**config.mk**
```make
export PLATFORM = sky130hd
export DESIGN_NAME = timekeeper_sync_sequencer
export DESIGN_NICKNAME = d
export VERILOG_FILES = /design/src/rtl/timekeeper_sync_pkg.sv /design/src/rtl/timekeeper_sync_sequencer_pps_edge_sync.sv /design/src/rtl/timekeeper_sync_sequencer.sv
export SDC_FILE = /design/constraint.sdc
export NUM_CORES = 1
export LEC_CHECK = 0
export CORE_AREA = 4 4 136 99
export DETAILED_ROUTE_END_ITERATION = 10
export DIE_AREA = 0 0 140 103
export PLACE_DENSITY = 0.83
export SLEW_MARGIN = 25
export SYNTH_ARGS = -nofsm -noshare
export SYNTH_HDL_FRONTEND = slang
export SYNTH_SLANG_ARGS = --single-unit
```
**constraint.sdc**
```tcl
create_clock -name clk210_p -period 2.56 [get_ports clk210_p]
set_input_delay 0.256 -clock clk210_p [delete_from_list [all_inputs] [get_ports clk210_p]]
set_output_delay 0.256 -clock clk210_p [all_outputs]
set_load 0.005 [all_outputs]
```
**src/rtl/timekeeper_sync_pkg.sv**
```systemverilog
// timekeeper_sync_pkg: shared state encoding, sync-register bit map and clock constant
package timekeeper_sync_pkg;
   localparam int unsigned CLK_FREQ_HZ = 105_000_000;
   localparam int LOCK_READY_BIT = 0;
   localparam int PPS_LOOK_BIT = 1;
   localparam int START_TIME_READY_BIT = 2;
   typedef enum logic [2:0] {
      IDLE       = 3'd0,
      WAIT_LOCK  = 3'd1,
      WAIT_TIME  = 3'd2,
      ARM        = 3'd3,
      WAIT_PPS   = 3'd4,
      WAIT_READY = 3'd5,
      SYNCED     = 3'd6,
      FAULT      = 3'd7
   } seq_state_t;
endpackage

```
**src/rtl/timekeeper_sync_sequencer_pps_edge_sync.sv**
```systemverilog
// pps_edge_sync: multi-flop synchronizer for raw PPS followed by a one-cycle rising-edge pulse
module pps_edge_sync #(
   parameter int unsigned STAGES = 2
) (
   input  logic clk,
   input  logic rst_n,
   input  logic pps_async,
   output logic pps_edge
);
   logic [STAGES-1:0] sync_q;
   logic last_q;
   always_ff @(posedge clk or negedge rst_n) begin
      if (!rst_n) begin
         sync_q <= '0;
         last_q <= 1'b0;
      end else begin
         sync_q <= {sync_q[STAGES-2:0], pps_async};
         last_q <= sync_q[STAGES-1];
      end
   end
   assign pps_edge = sync_q[STAGES-1] & ~last_q;
endmodule

```
**src/rtl/timekeeper_sync_sequencer.sv**
```systemverilog
// timekeeper_sync_sequencer: GPS lock / start-time / PPS handshake sequencer feeding the timekeeper,
// with PPS health supervision and fallback to resync.
module timekeeper_sync_sequencer
   import timekeeper_sync_pkg::*;
#(
   parameter int unsigned LOCK_STABLE_CYCLES   = 1050,
   parameter int unsigned PPS_TIMEOUT_CYCLES   = CLK_FREQ_HZ + CLK_FREQ_HZ / 2,
   parameter int unsigned READY_TIMEOUT_CYCLES = 1050,
   parameter int unsigned PPS_SYNC_STAGES      = 2
) (
   input  logic        clk210_p,
   input  logic        reset_p,
   input  logic        fc_gps_locked_p,
   input  logic [63:0] fc_start_time_p,
   input  logic        fc_start_time_valid_p,
   input  logic        fc_resync_req_p,
   input  logic        pps_gps_p,
   input  logic        timekeeper_ready_p,
   output logic [15:0] FPGA_FC_sync_reg_p,
   output logic [63:0] FC_GPS_start_time_p,
   output logic        sync_done_p,
   output logic        pps_missing_p,
   output logic [2:0]  seq_state_p
);
   localparam int LW = $clog2(LOCK_STABLE_CYCLES) + 1;
   localparam int PW = $clog2(PPS_TIMEOUT_CYCLES) + 1;
   localparam int RW = $clog2(READY_TIMEOUT_CYCLES) + 1;

   seq_state_t state_q, state_d;
   logic [LW-1:0] lock_cnt_q, lock_cnt_d, lock_inc;
   logic [PW-1:0] pps_cnt_q, pps_cnt_d, pps_inc;
   logic [RW-1:0] rdy_cnt_q, rdy_cnt_d, rdy_inc;
   logic [63:0] hold_q, hold_d;
   logic [15:0] sync_reg_d;
   logic missing_d, pps_edge, lock_done, pps_to, rdy_to, ovr;

   pps_edge_sync #(.STAGES(PPS_SYNC_STAGES)) u_pps (
      .clk(clk210_p),
      .rst_n(reset_p),
      .pps_async(pps_gps_p),
      .pps_edge(pps_edge)
   );

   // counters saturate at their terminal value instead of wrapping
   assign lock_inc = (lock_cnt_q == LW'(LOCK_STABLE_CYCLES)) ? lock_cnt_q : lock_cnt_q + 1'b1;
   assign pps_inc = (pps_cnt_q == PW'(PPS_TIMEOUT_CYCLES)) ? pps_cnt_q : pps_cnt_q + 1'b1;
   assign rdy_inc = (rdy_cnt_q == RW'(READY_TIMEOUT_CYCLES)) ? rdy_cnt_q : rdy_cnt_q + 1'b1;
   assign lock_done = fc_gps_locked_p && lock_cnt_q >= LW'(LOCK_STABLE_CYCLES - 1);
   assign pps_to = pps_cnt_q >= PW'(PPS_TIMEOUT_CYCLES - 1);
   assign rdy_to = rdy_cnt_q >= RW'(READY_TIMEOUT_CYCLES - 1);
   assign ovr = state_q >= WAIT_TIME && (!fc_gps_locked_p || fc_resync_req_p);

   always_comb begin
      state_d = state_q;
      hold_d = hold_q;
      missing_d = pps_missing_p;
      lock_cnt_d = '0;
      pps_cnt_d = '0;
      rdy_cnt_d = '0;
      case (state_q)
         IDLE: state_d = WAIT_LOCK;
         WAIT_LOCK: begin
            lock_cnt_d = fc_gps_locked_p ? lock_inc : '0;
            if (lock_done) state_d = WAIT_TIME;
         end
         WAIT_TIME: if (fc_start_time_valid_p) begin
            hold_d = fc_start_time_p;
            state_d = ARM;
         end
         ARM: begin
            missing_d = 1'b0;
            state_d = WAIT_PPS;
         end
         WAIT_PPS: begin
            pps_cnt_d = pps_edge ? '0 : pps_inc;
            if (fc_start_time_valid_p && !pps_edge) hold_d = fc_start_time_p;
            if (pps_edge) state_d = WAIT_READY;
            else if (pps_to) begin
               missing_d = 1'b1;
               state_d = FAULT;
            end
         end
         WAIT_READY: begin
            pps_cnt_d = pps_edge ? '0 : pps_inc;
            rdy_cnt_d = rdy_inc;
            if (timekeeper_ready_p) state_d = SYNCED;
            else if (rdy_to) state_d = FAULT;
         end
         SYNCED: begin
            pps_cnt_d = pps_edge ? '0 : pps_inc;
            if (pps_to && !pps_edge) begin
               missing_d = 1'b1;
               state_d = FAULT;
            end
         end
         default: state_d = WAIT_LOCK;
      endcase
      // lock loss and FC resync pre-empt every normal transition and its side effects
      if (ovr) begin
         state_d = WAIT_LOCK;
         hold_d = hold_q;
         missing_d = pps_missing_p;
      end
      sync_reg_d = '0;
      sync_reg_d[LOCK_READY_BIT] = state_q inside {ARM, WAIT_PPS, WAIT_READY, SYNCED};
      sync_reg_d[PPS_LOOK_BIT] = state_q inside {ARM, WAIT_PPS};
      sync_reg_d[START_TIME_READY_BIT] = state_q inside {WAIT_READY, SYNCED};
   end

   always_ff @(posedge clk210_p or negedge reset_p) begin
      if (!reset_p) begin
         state_q <= IDLE;
         lock_cnt_q <= '0;
         pps_cnt_q <= '0;
         rdy_cnt_q <= '0;
         hold_q <= '0;
         pps_missing_p <= 1'b0;
         FPGA_FC_sync_reg_p <= '0;
      end else begin
         state_q <= state_d;
         lock_cnt_q <= lock_cnt_d;
         pps_cnt_q <= pps_cnt_d;
         rdy_cnt_q <= rdy_cnt_d;
         hold_q <= hold_d;
         pps_missing_p <= missing_d;
         FPGA_FC_sync_reg_p <= sync_reg_d;
      end
   end

   assign FC_GPS_start_time_p = hold_q;
   assign sync_done_p = state_q == SYNCED;
   assign seq_state_p = state_q;
endmodule

```
Yosys cells after proc, flatten, opt, wreduce, memory -nomap -nowiden
Index checks and enable logic that the tools add are counted.

Add/subtract/negate cells: 3. $mul: 0. Divide/modulo/power cells: 0. Magnitude comparators: 4. Eq/ne operators: 22. Shifts and indexed selects: 0. Multiplexer cells: 24. Bitwise gates (word level): 3. Reduce and logical (&&, ||, !) cells: 16.

Operators with widths (count): 64-bit 2-to-1 mux (2); 64-bit case mux with 2 select lines (1); 29-bit 2-to-1 mux (3); 12-bit 2-to-1 mux (5); 29-bit by 1-bit adder with 29-bit output (second input constant) (1); 29-bit by 28-bit equality test with 1-bit output (second input constant) (1); 29-bit by 28-bit greater-or-equal comparator with 1-bit output (second input constant) (1); 12-bit by 1-bit adder with 12-bit output (second input constant) (2); 12-bit by 11-bit equality test with 1-bit output (second input constant) (2); 12-bit by 11-bit greater-or-equal comparator with 1-bit output (second input constant) (2); 3-bit 2-to-1 mux (8); 3-bit case mux with 6 select lines (1); 3-bit inequality test (second input constant) (4); 2-bit inequality test (second input constant) (5); 5-bit AND reduction (2); 3-bit equality test (second input constant) (3); 4-bit inequality test (second input constant) (2); 3-bit by 2-bit equality test with 1-bit output (second input constant) (2); 2-bit nonzero test (3); 1-bit logical AND (4); 4-bit AND reduction (1); 4-bit nonzero test (1); 3-bit by 1-bit equality test with 1-bit output (second input constant) (1); 3-bit by 2-bit greater-or-equal comparator with 1-bit output (second input constant) (1); other kinds (10) (14).

Bits in registers: 127. Bits in latches: 0. RAM bits: 0. Bits in read-only memories: 0. Input bits: 71. Output and inout port bits: 85. Logic and storage cells: 81. Memories: 0.

Logic depth before layout (Yosys ltp)
Gate-level depths: netlist of the first run.

Word-level depth: 7. Gate-level depth with buffers: 8. Depth with buffers taken out: 8.

Hierarchy
Synthesis of the first run repeated with hierarchy kept, for this count alone.

Cell total of the unflattened synthesis: 526. Area total of the unflattened synthesis: 6018.3 um^2.

Modules (own cells, without submodules): timekeeper_sync_sequencer (instances 1, cells each 522, area an instance 5929.4 um^2, sequential area each 3103.0 um^2); pps_edge_sync (instances 1, cells each 4, area an instance 88.8 um^2, sequential area each 75.1 um^2).

Worst setup path before layout of the first run
OpenSTA, ideal clock, no wires.

Path kind: register -> register. Start point: register pps_cnt_q[23]. End point: register state_q[0] (netlist: seq_state_p[0]). Library setup time: 0.125 ns. Arrival time: 1.784 ns. Data required time: 2.435 ns. Slack: 0.651 ns. Cell stages (with the launch flop): 7. Buffers on the path: 0. Clock period less this slack: 1.909 ns. Cell sequence: dfrtp_1 and4bb_2 nand4_1 a211oi_1 nor3_1 a211oi_2 mux2_2.

Cells in the longest elaborated chain, start to end: 4. Elaborated cells between the ends (all ways): 5. Those cells by class: order compare: 1; eq/ne: 2; reduce/logical: 2.

Ends and longest elaborated chain: from (decl) (RTL line timekeeper_sync_sequencer.sv:31) `logic [PW-1:0] pps_cnt_q, pps_cnt_d, pps_inc;`; from (signal assigned) (RTL line timekeeper_sync_sequencer.sv:122) `pps_cnt_q <= pps_cnt_d;`; 29-bit by 28-bit greater-or-equal comparator with 1-bit output (*) (RTL line timekeeper_sync_sequencer.sv:49) `assign pps_to = pps_cnt_q >= PW'(PPS_TIMEOUT_CYCLES - 1);`; 1-bit logical AND (RTL line timekeeper_sync_sequencer.sv:91) `if (pps_to && !pps_edge) begin`; 3-bit by 1-bit inequality test with 1-bit output (no line); 5-bit AND reduction (no line) (*); to (signal assigned) (RTL line timekeeper_sync_sequencer.sv:120) `state_q <= state_d;`; to (decl) (RTL line timekeeper_sync_sequencer.sv:29) `seq_state_t state_q, state_d;`.

Every way passes the cells marked *; elsewhere a longest branch is shown, timed or not. A chain may end at the register's enable or synchronous reset.

Worst setup path in the final report of the first run
Start point: register pps_cnt_q[13]. End point: register state_q[0] (netlist: seq_state_p[0]).

The elaborated chain is that of the path after synthesis.

==> results.md, run 1 <==
- In the final layout, the share of cells above drive strength 1 is 0.176.
- TritonCTS built the clock tree.
- The number of antenna repair diodes is 0.
- After synthesis the netlist holds a flip-flop and latch count of approximately 130.
- During synthesis, Yosys emitted a total of 0 warnings.
- The cell chosen for the clock root is sky130_fd_sc_hd__clkbuf_16.
- The critical path goes through nor4_1 -> nand4_1 -> a211oi_1 -> nor3_1 -> a211oi_2 -> mux2_2.
- Power spread over the standard cell area amounts to a little over 900 mW/mm².
- The static power due to leakage is approximately 3.4 nW.
- Relative to the synthesized area, the layout overhead comes to 38.1%.
- The type of element launching the critical path is a register.
- The initial antenna violation count was 0.
- In the layout the commonest cells are sky130_fd_sc_hd__clkdlybuf4s50_1 (141), sky130_fd_sc_hd__dfrtp_1 (127), sky130_fd_sc_hd__nor2_1 (67).
- STA puts the critical path data required time at between 2 and 3 ns.
- The fmax is 453 MHz.
- The first global-routing pass estimated 21,500 µm of wire.
- Across all layers, the routed design uses around 4,300 vias.
- The worst-case clock skew is 0.00924 ns.
- VDD sags by at most between 600 and 700 µV.
- The floorplan die area is 0.0144 mm².
- The number of gates resized after cts is 0.
- Detailed placement finished with a half-perimeter wire length of 9640 µm.
- The transition time at the pin with the least slew margin is between 0.8 and 0.9 ns.
- The initial core utilization is 0.479.
- Leaving out fill and tap cells, the most frequent cell in the layout is sky130_fd_sc_hd__clkdlybuf4s50_1.
- The net count of the finished layout is around 740.
- Dividing the detail-routed wire length by the instance count gives about 16 µm.
- Synthesis instantiated 45 different standard cells from the library.
- The total count of hold-check failures in the final report is 0.
- The detailed router finished its first iteration with ~360 violations.
- The final number of setup-violating endpoints is 0.
- Once detail routing completed, the nets flagged for antenna violations numbered 0.
- The final number of max-transition violations was 0.
- The total grt overflow is 0.
- The area of the placeable core is around 0.012 mm².
- The worst relative slew slack is 0.448.
- The number of clock buffers added by TritonCTS is 17.
- After detailed routing, the total wire length is around 13,000 µm.
- The final weighted congestion in routability-driven placement is 0.829.
- The number of maximum-capacitance violations is 0.
- Across all hold checks on the routed design, the worst slack comes to 0.292 ns.
- The clock latency at the later pin of the worst-skew pair is around 0.42 ns.
- Of the available clock period, the critical path in the final layout requires 0.862.
- After synthesis, the mean cell area works out to 11.4 µm².
- Of the synthesized area, sequential elements account for 0.546.
- The mean number of vias per cell is 5.17.
- In this run the post-CTS setup repair buffer count came out at 0.
- For this design, the slowest cell found on the critical path is sky130_fd_sc_hd__dfrtp_1.
- Measured along the x axis, the die boundary spans 140 µm.
- The arrival time at the worst endpoint is approximately 2.5 ns.
- After technology mapping, the gate count stands at between 500 and 600.
- For this design, the sink count on the clock tree is roughly 130.
- No sink is reached through more buffers than the 2 on the longest clock path.
- In the routed design, unresolved DRC markers number 0.
- The via count of the first global-routing pass is about 4,500.
- The minimum period implied by the final worst setup slack is 2.21 ns.
- The sort of element at the end of the critical path is a register.
- The number of levels the H-tree was split into is 4.
- The accumulated negative setup slack is 0 ns.
- For this run, the share of the core covered by cells in the final layout is 0.661.
- The count of buffers added on input and output ports is around 140.
- Setup repair after global routing left no endpoint under its margin.
- The floorplan step set the die height to slightly above 100 µm.
- The row count is 34.
- The critical path start-end classification is register to register.
- The share of synthesized area in the top cell type comes to 0.546.
- The post-synthesis cell area is between 0.005 and 0.006 mm².
- ~160 I/O pins were placed.
- The number of iterations in the first detailed-routing pass is 5.
- The cell accounting for the most synthesized area is sky130_fd_sc_hd__dfrtp_1.
- The largest net degree at the start of global routing is between 60 and 70.
- Clock-pin slew was measured on the worst setup and hold paths at ~0.060 ns.
- The type of the most critical hold path is input port to register.
- In the global route stage, overall resource usage came out at 0.187.
- The critical path's largest stage delay is 0.43 ns.
- Ranked by total cell area, the synthesized netlist is headed by sky130_fd_sc_hd__dfrtp_1 (55%), sky130_fd_sc_hd__mux2_2 (13%), sky130_fd_sc_hd__nor2_1 (4.3%).
- Of all nets on the critical path, the largest fanout is 6.
- The flow ran to the end, and the final reports show no timing, DRC or antenna violations.
-- registers in the layout, summed over array words and instances (netlist names) --
| signal | flops |
|---|---|
| u_pps.sync_q | 2 |
| u_pps.last_q | 1 |
| pps_missing_p | 1 |
| seq_state_p | 3 |
| FC_GPS_start_time_p | 64 |
| rdy_cnt_q | 12 |
| lock_cnt_q | 12 |
| FPGA_FC_sync_reg_p | 3 |
| pps_cnt_q | 29 |
-- worst max-delay path: cells and delay by family, from the launching register on --
| family | cells | cell delay, ns |
|---|---|---|
| flip-flops | 1 | 0.43 |
| AO/OA/AOI/OAI | 2 | 0.60 |
| AND/OR/NAND/NOR | 3 | 0.70 |
| multiplexers | 1 | 0.36 |
-- metrics by stage --
stage,std cells,worst slack (ns),power (mW),area [µm²]
final,837,0.353,7.30,8040
after CTS,837,0.352,7.38,8040
after floorplan,523,0.651,3.51,5870
after global placement,804,0.369,4.79,7420
after global routing,837,0.223,7.67,8040
after detailed placement,804,0.376,4.88,7420
-- cell type report --
type / instances / area, µm²
multi-input cells: 351 / 2470
flip-flops and latches: 127 / 3180
clock inverters: 15 / 184
clock buffers: 17 / 425
fillers: 906 / 4120
inverters: 15 / 56.3
repair buffers: 150 / 1530
well taps: 162 / 203
-- per-layer routing --
layer,share of wire,global-route usage
met1,0.42,0.234
met2,0.51,0.314
met3,0.063,0.0654
met4,0.0099,0.0536
met5,0,0
-- timing repair --
| action | CTS | global route |
|---|---|---|
| setup endpoints to repair | 0 | 0 |
| endpoints found under the hold margin | 62 | 0 |
| hold buffers | 1 | 0 |
-- cell families (layout without fill, tap and decap cells) --
kind of cell	after synthesis	after routing	share of synthesized area
compound gates	37	37	0.0393
xor+xnor	43	43	0.0647
fa+ha+maj	10	10	0.0215
buf+inv	45	197	0.0393
flops	127	127	0.546
mux	70	70	0.134
other cells	1	13	0.000644
simple gates	178	178	0.154
-- worst paths after layout --
kind / from / to / slack (ns) / cells after the start
setup / recovery: pps_cnt_q[13]$_DFFE_PN0P_ / seq_state_p[0]$_DFFE_PN0P_ / 0.35 / 6
hold / removal: pps_gps_p / u_pps.sync_q[0]$_DFF_PN0_ / 0.29 / 1
setup reg to reg: pps_cnt_q[13]$_DFFE_PN0P_ / seq_state_p[0]$_DFFE_PN0P_ / 0.35 / 6
hold reg to reg: u_pps.sync_q[0]$_DFF_PN0_ / u_pps.sync_q[1]$_DFF_PN0_ / 0.36 / 0
max in group asynchronous: reset_p / FC_GPS_start_time_p[44]$_DFFE_PN0P_ / 1.38 / 3
min in group asynchronous: reset_p / FC_GPS_start_time_p[61]$_DFFE_PN0P_ / 0.50 / 2
-- power breakdown --
part           switching [mW]  leakage, nW  total (mW)  internal (mW)
clock                   0.927        0.291        2.47           1.54
combinational           0.648         1.43        2.01           1.36
sequential              0.299         1.68        2.82           2.52
-- cell usage after synthesis (all sizes together) --
cell    count
a31oi       1
nand2b      3
mux2i       5
nor4        3
mux2       65
nand3      26
or2         3
conb        1
o21ai      13
nor3b       2
a211o       1
and3       13
a311o       1
a211oi      4
inv        15
xnor2      21
nand4       3
nor2b       2
and4bb      2
xor2       22
or4bb       1
ha         10
buf        22
o22ai       2
nor4b       1
and2        1
nor3       13
nand2      26
dfrtp     127
o211ai      1
o31a        2
or3         7
and4b       1
nor2       67
or4         4
a21oi      11
clkbuf      8
o21a        1
Power figures use the tool's default switching activity.
==> run 2: changes to the inputs <==
--- a/config.mk
+++ b/config.mk
@@ -5,10 +5,12 @@
 export SDC_FILE = /design/constraint.sdc
 export NUM_CORES = 1
 export LEC_CHECK = 0
-export CORE_AREA = 4 4 136 99
+export CORE_AREA = 4 4 134 98
+export CTS_BUF_LIST = sky130_fd_sc_hd__clkbuf_8
 export DETAILED_ROUTE_END_ITERATION = 10
-export DIE_AREA = 0 0 140 103
-export PLACE_DENSITY = 0.83
+export DIE_AREA = 0 0 138 102
+export MAX_ROUTING_LAYER = met4
+export PLACE_DENSITY = 0.85
 export SLEW_MARGIN = 25
 export SYNTH_ARGS = -nofsm -noshare
 export SYNTH_HDL_FRONTEND = slang
==> results.md, run 2 (same netlist as run 1, synthesis figures left out) <==
- The flow ran to the end, and the final reports show no timing, DRC or antenna violations.
- The number of maximum-capacitance violations is 0 (unchanged).
- The maximum fanout encountered on the critical timing path is 6 (unchanged).
- The worst reg-to-reg setup slack is 0.36 ns (about the same).
- The row count is 34 (unchanged).
- The clock-pin slew on the worst setup and hold paths is 0.08 ns (+0.02 ns).
- The critical path goes through nor4_1 -> nand4_1 -> a211oi_1 -> nor3_1 -> a211oi_2 -> mux2_2.
- The type of element launching the critical path is a register.
- The wire length after detailed routing is 13,600 µm (+1.4%).
- The net count of the finished layout was 744 (+0.13%).
- The fraction of power consumed by combinational cells is 0.312 (+0.036).
- The initial antenna violation count is 0 (unchanged).
- The worst-case clock skew is 0.00965 ns (+0.000412 ns).
- The final number of max-transition violations is 0 (unchanged).
- The area growth from synthesis to layout is 34.0%.
- The final critical-path setup slack is 0.362 ns (+0.00874 ns).
- The final weighted congestion in routability-driven placement is 0.844 (+1.9%).
- The total number of vias is 4,256 (-1.7%).
- The number of levels the H-tree was split into is 4 (unchanged).
- The arrival time at the worst endpoint is 2.52 ns (+0.02 ns).
- The floorplan die area is 0.0141 mm² (-2.4%).
- The number of gates resized after cts is 0 (unchanged).
- The number of clock buffers inserted by TritonCTS is 17 (unchanged).
- The path class of the tightest hold or removal check is input port to register.
- The number of iterations in the first detailed-routing pass is 5 (unchanged).
- Leaving out fill and tap cells, the most frequent cells in the layout are sky130_fd_sc_hd__clkdlybuf4s50_1 (141), sky130_fd_sc_hd__dfrtp_1 (127), sky130_fd_sc_hd__nor2_1 (67).
- The number of I/O port buffers is 142 (unchanged).
- The total global routing track utilization is 0.201 (+0.0137).
- The mean routed wirelength per cell is 16.2 µm (+1.3%).
- The critical-path cell with the highest stage delay is sky130_fd_sc_hd__dfrtp_1.
- The number of nets with antenna violations after routing is 0 (unchanged).
- The portion of total power attributed to sequential cells is 0.435 (+0.049).
- The largest net degree at the start of global routing is 52 (-21%).
- The share of layout cells above drive strength 1 came to 0.178 (+0.00122).
- Leaving out fill and tap cells, the most frequent cell in the layout is sky130_fd_sc_hd__clkdlybuf4s50_1.
- TritonCTS built the clock tree.
- The number of antenna repair diodes is 0 (unchanged).
- The minimum period implied by the final worst setup slack is 2.20 ns (-0.00874 ns).
- The fmax is 455 MHz (+0.40%).
- The fraction of power spent switching nets was 0.292 (+0.0354).
- The flip-flop count of the largest register after layout is 64 (unchanged).
- The total power per unit cell area is 833 mW/mm² (-8.3%).
- The sink count of the clock tree is 127 (unchanged).
- The critical path is of the register to register type.
- The accumulated negative setup slack is 0 ns (unchanged).
- The via count of the first global-routing pass is 4,487 (+0.67%).
- The DRC violation total after the first TritonRoute iteration came to 248 (-31%).
- The endpoint required time on the critical path came to 2.88 ns (+0.03 ns).
- The worst slack at placement is 0.370 ns (-0.00669 ns).
- The count of buffers added by post-CTS timing repair for setup is 0 (unchanged).
- The proportion of power drawn by the clock network is 0.253 (-0.086).
- The wire length of the first global-routing pass is 22,200 µm (+3.0%).
- The I/O pin count came to 156 (unchanged).
- The worst-case clock buffer depth is 2 (unchanged).
- The peak ir drop on the vdd network is 552 µV (-12%).
- The clock latency at the later pin of the worst-skew pair was 0.44 ns (+0.02 ns).
- The area of the placeable core was 0.0120 mm² (-1.4%).
- The overall die height is 102 µm (-0.97%).
- The worst setup path is captured at a register.
- The final number of setup-violating endpoints is 0 (unchanged).
- The half-perimeter wire length after detailed placement is 10,100 µm (+4.3%).
- The switching power is 1.90 mW (+1.3%).
- The number of DRC violations after detailed routing is 0 (unchanged).
- The total grt overflow came to 0 (unchanged).
- The horizontal extent of the die is 138 µm (-1.4%).
- The mean number of vias per cell is 5.08 (-1.8%).
- The total count of hold-check failures in the final report is 0 (unchanged).
- The internal power of the cells is 4.60 mW (-15%).
- The critical path's largest stage delay is 0.45 ns (+0.02 ns).
- The final period utilization came to 0.859 (-0.00341).
- The static power due to leakage is 3.31 nW (-3.0%).
- The root buffer cell chosen for the clock tree is sky130_fd_sc_hd__clkbuf_8.
- The initial core utilization is 0.485 (+0.00679).
- Setup repair after global routing left no endpoint under its margin.
[run 2: cell types whose count changed in the layout (fill, tap and decap cells not counted)]
cell                         change
sky130_fd_sc_hd__buf_4           +2
sky130_fd_sc_hd__bufinv_16       -3
sky130_fd_sc_hd__clkinv_4        -1
sky130_fd_sc_hd__clkbuf_8       +17
sky130_fd_sc_hd__clkbuf_16      -17
sky130_fd_sc_hd__clkinvlp_4      -2
sky130_fd_sc_hd__buf_12          -1
sky130_fd_sc_hd__clkinv_2        -2
sky130_fd_sc_hd__inv_8           +3
sky130_fd_sc_hd__inv_6           +5
[run 2: per-stage QoR]
stage                util  hold WS [ns]  cell area, µm²  power, mW  cells
floorplan               -       -0.0396            5870       3.51    523
global placement    0.618         0.239            7420       4.79    805
detailed placement  0.618         0.255            7420       4.89    805
CTS                 0.650         0.224            7800       6.57    838
global route        0.650         0.247            7800       6.86    838
finish              0.650         0.261            7800       6.49    838
[run 2: final timing paths]
kind                                            from                                  end  cells past startpoint
hold reg to reg            u_pps.sync_q[0]$_DFF_PN0_            u_pps.sync_q[1]$_DFF_PN0_                      0
min in group asynchronous                    reset_p  FC_GPS_start_time_p[30]$_DFFE_PN0P_                      2
setup / recovery           pps_cnt_q[13]$_DFFE_PN0P_           seq_state_p[0]$_DFFE_PN0P_                      6
max in group asynchronous                    reset_p      FPGA_FC_sync_reg_p[2]$_DFF_PN0_                      3
setup reg to reg           pps_cnt_q[13]$_DFFE_PN0P_           seq_state_p[0]$_DFFE_PN0P_                      6
hold / removal                             pps_gps_p            u_pps.sync_q[0]$_DFF_PN0_                      1
[run 2: area by class of cell]
cell class / instances / area [µm²]
inverter: 15 / 56.3
tap: 162 / 203
clock buffer: 17 / 234
sequential: 127 / 3180
timing repair buffer: 151 / 1530
multi-input combinational: 351 / 2470
clock inverter: 15 / 138
fill: 912 / 4200
[run 2: power by group through the flow]
stage	Sequential (mW)	Clock, mW	Combinational [mW]
after floorplan	2.84	0	0.675
after global placement	2.81	0	1.98
after detailed placement	2.86	0	2.04
after CTS	2.83	1.68	2.06
after global routing	2.90	1.78	2.18
final	2.83	1.64	2.02
[run 2: repair_timing]
action,CTS,global route
hold endpoints to repair,34,0
endpoints found under the setup margin,0,0
hold buffers,1,0
[run 2: per-layer routing]
| layer | track usage | share of wire | vias to the layer above |
|---|---|---|---|
| li1 | - | - | 2022 |
| met1 | 0.264 | 0.45 | 2095 |
| met2 | 0.319 | 0.50 | 130 |
| met3 | 0.0529 | 0.051 | 9 |
| met4 | 0.0440 | 0.0063 | 0 |
| met5 | - | 0 | - |
[run 2: critical path: cells and delay by family (launching register included)]
family	cells	cell delay [ns]
compound gates	2	0.60
flops	1	0.45
mux	1	0.37
simple gates	3	0.65
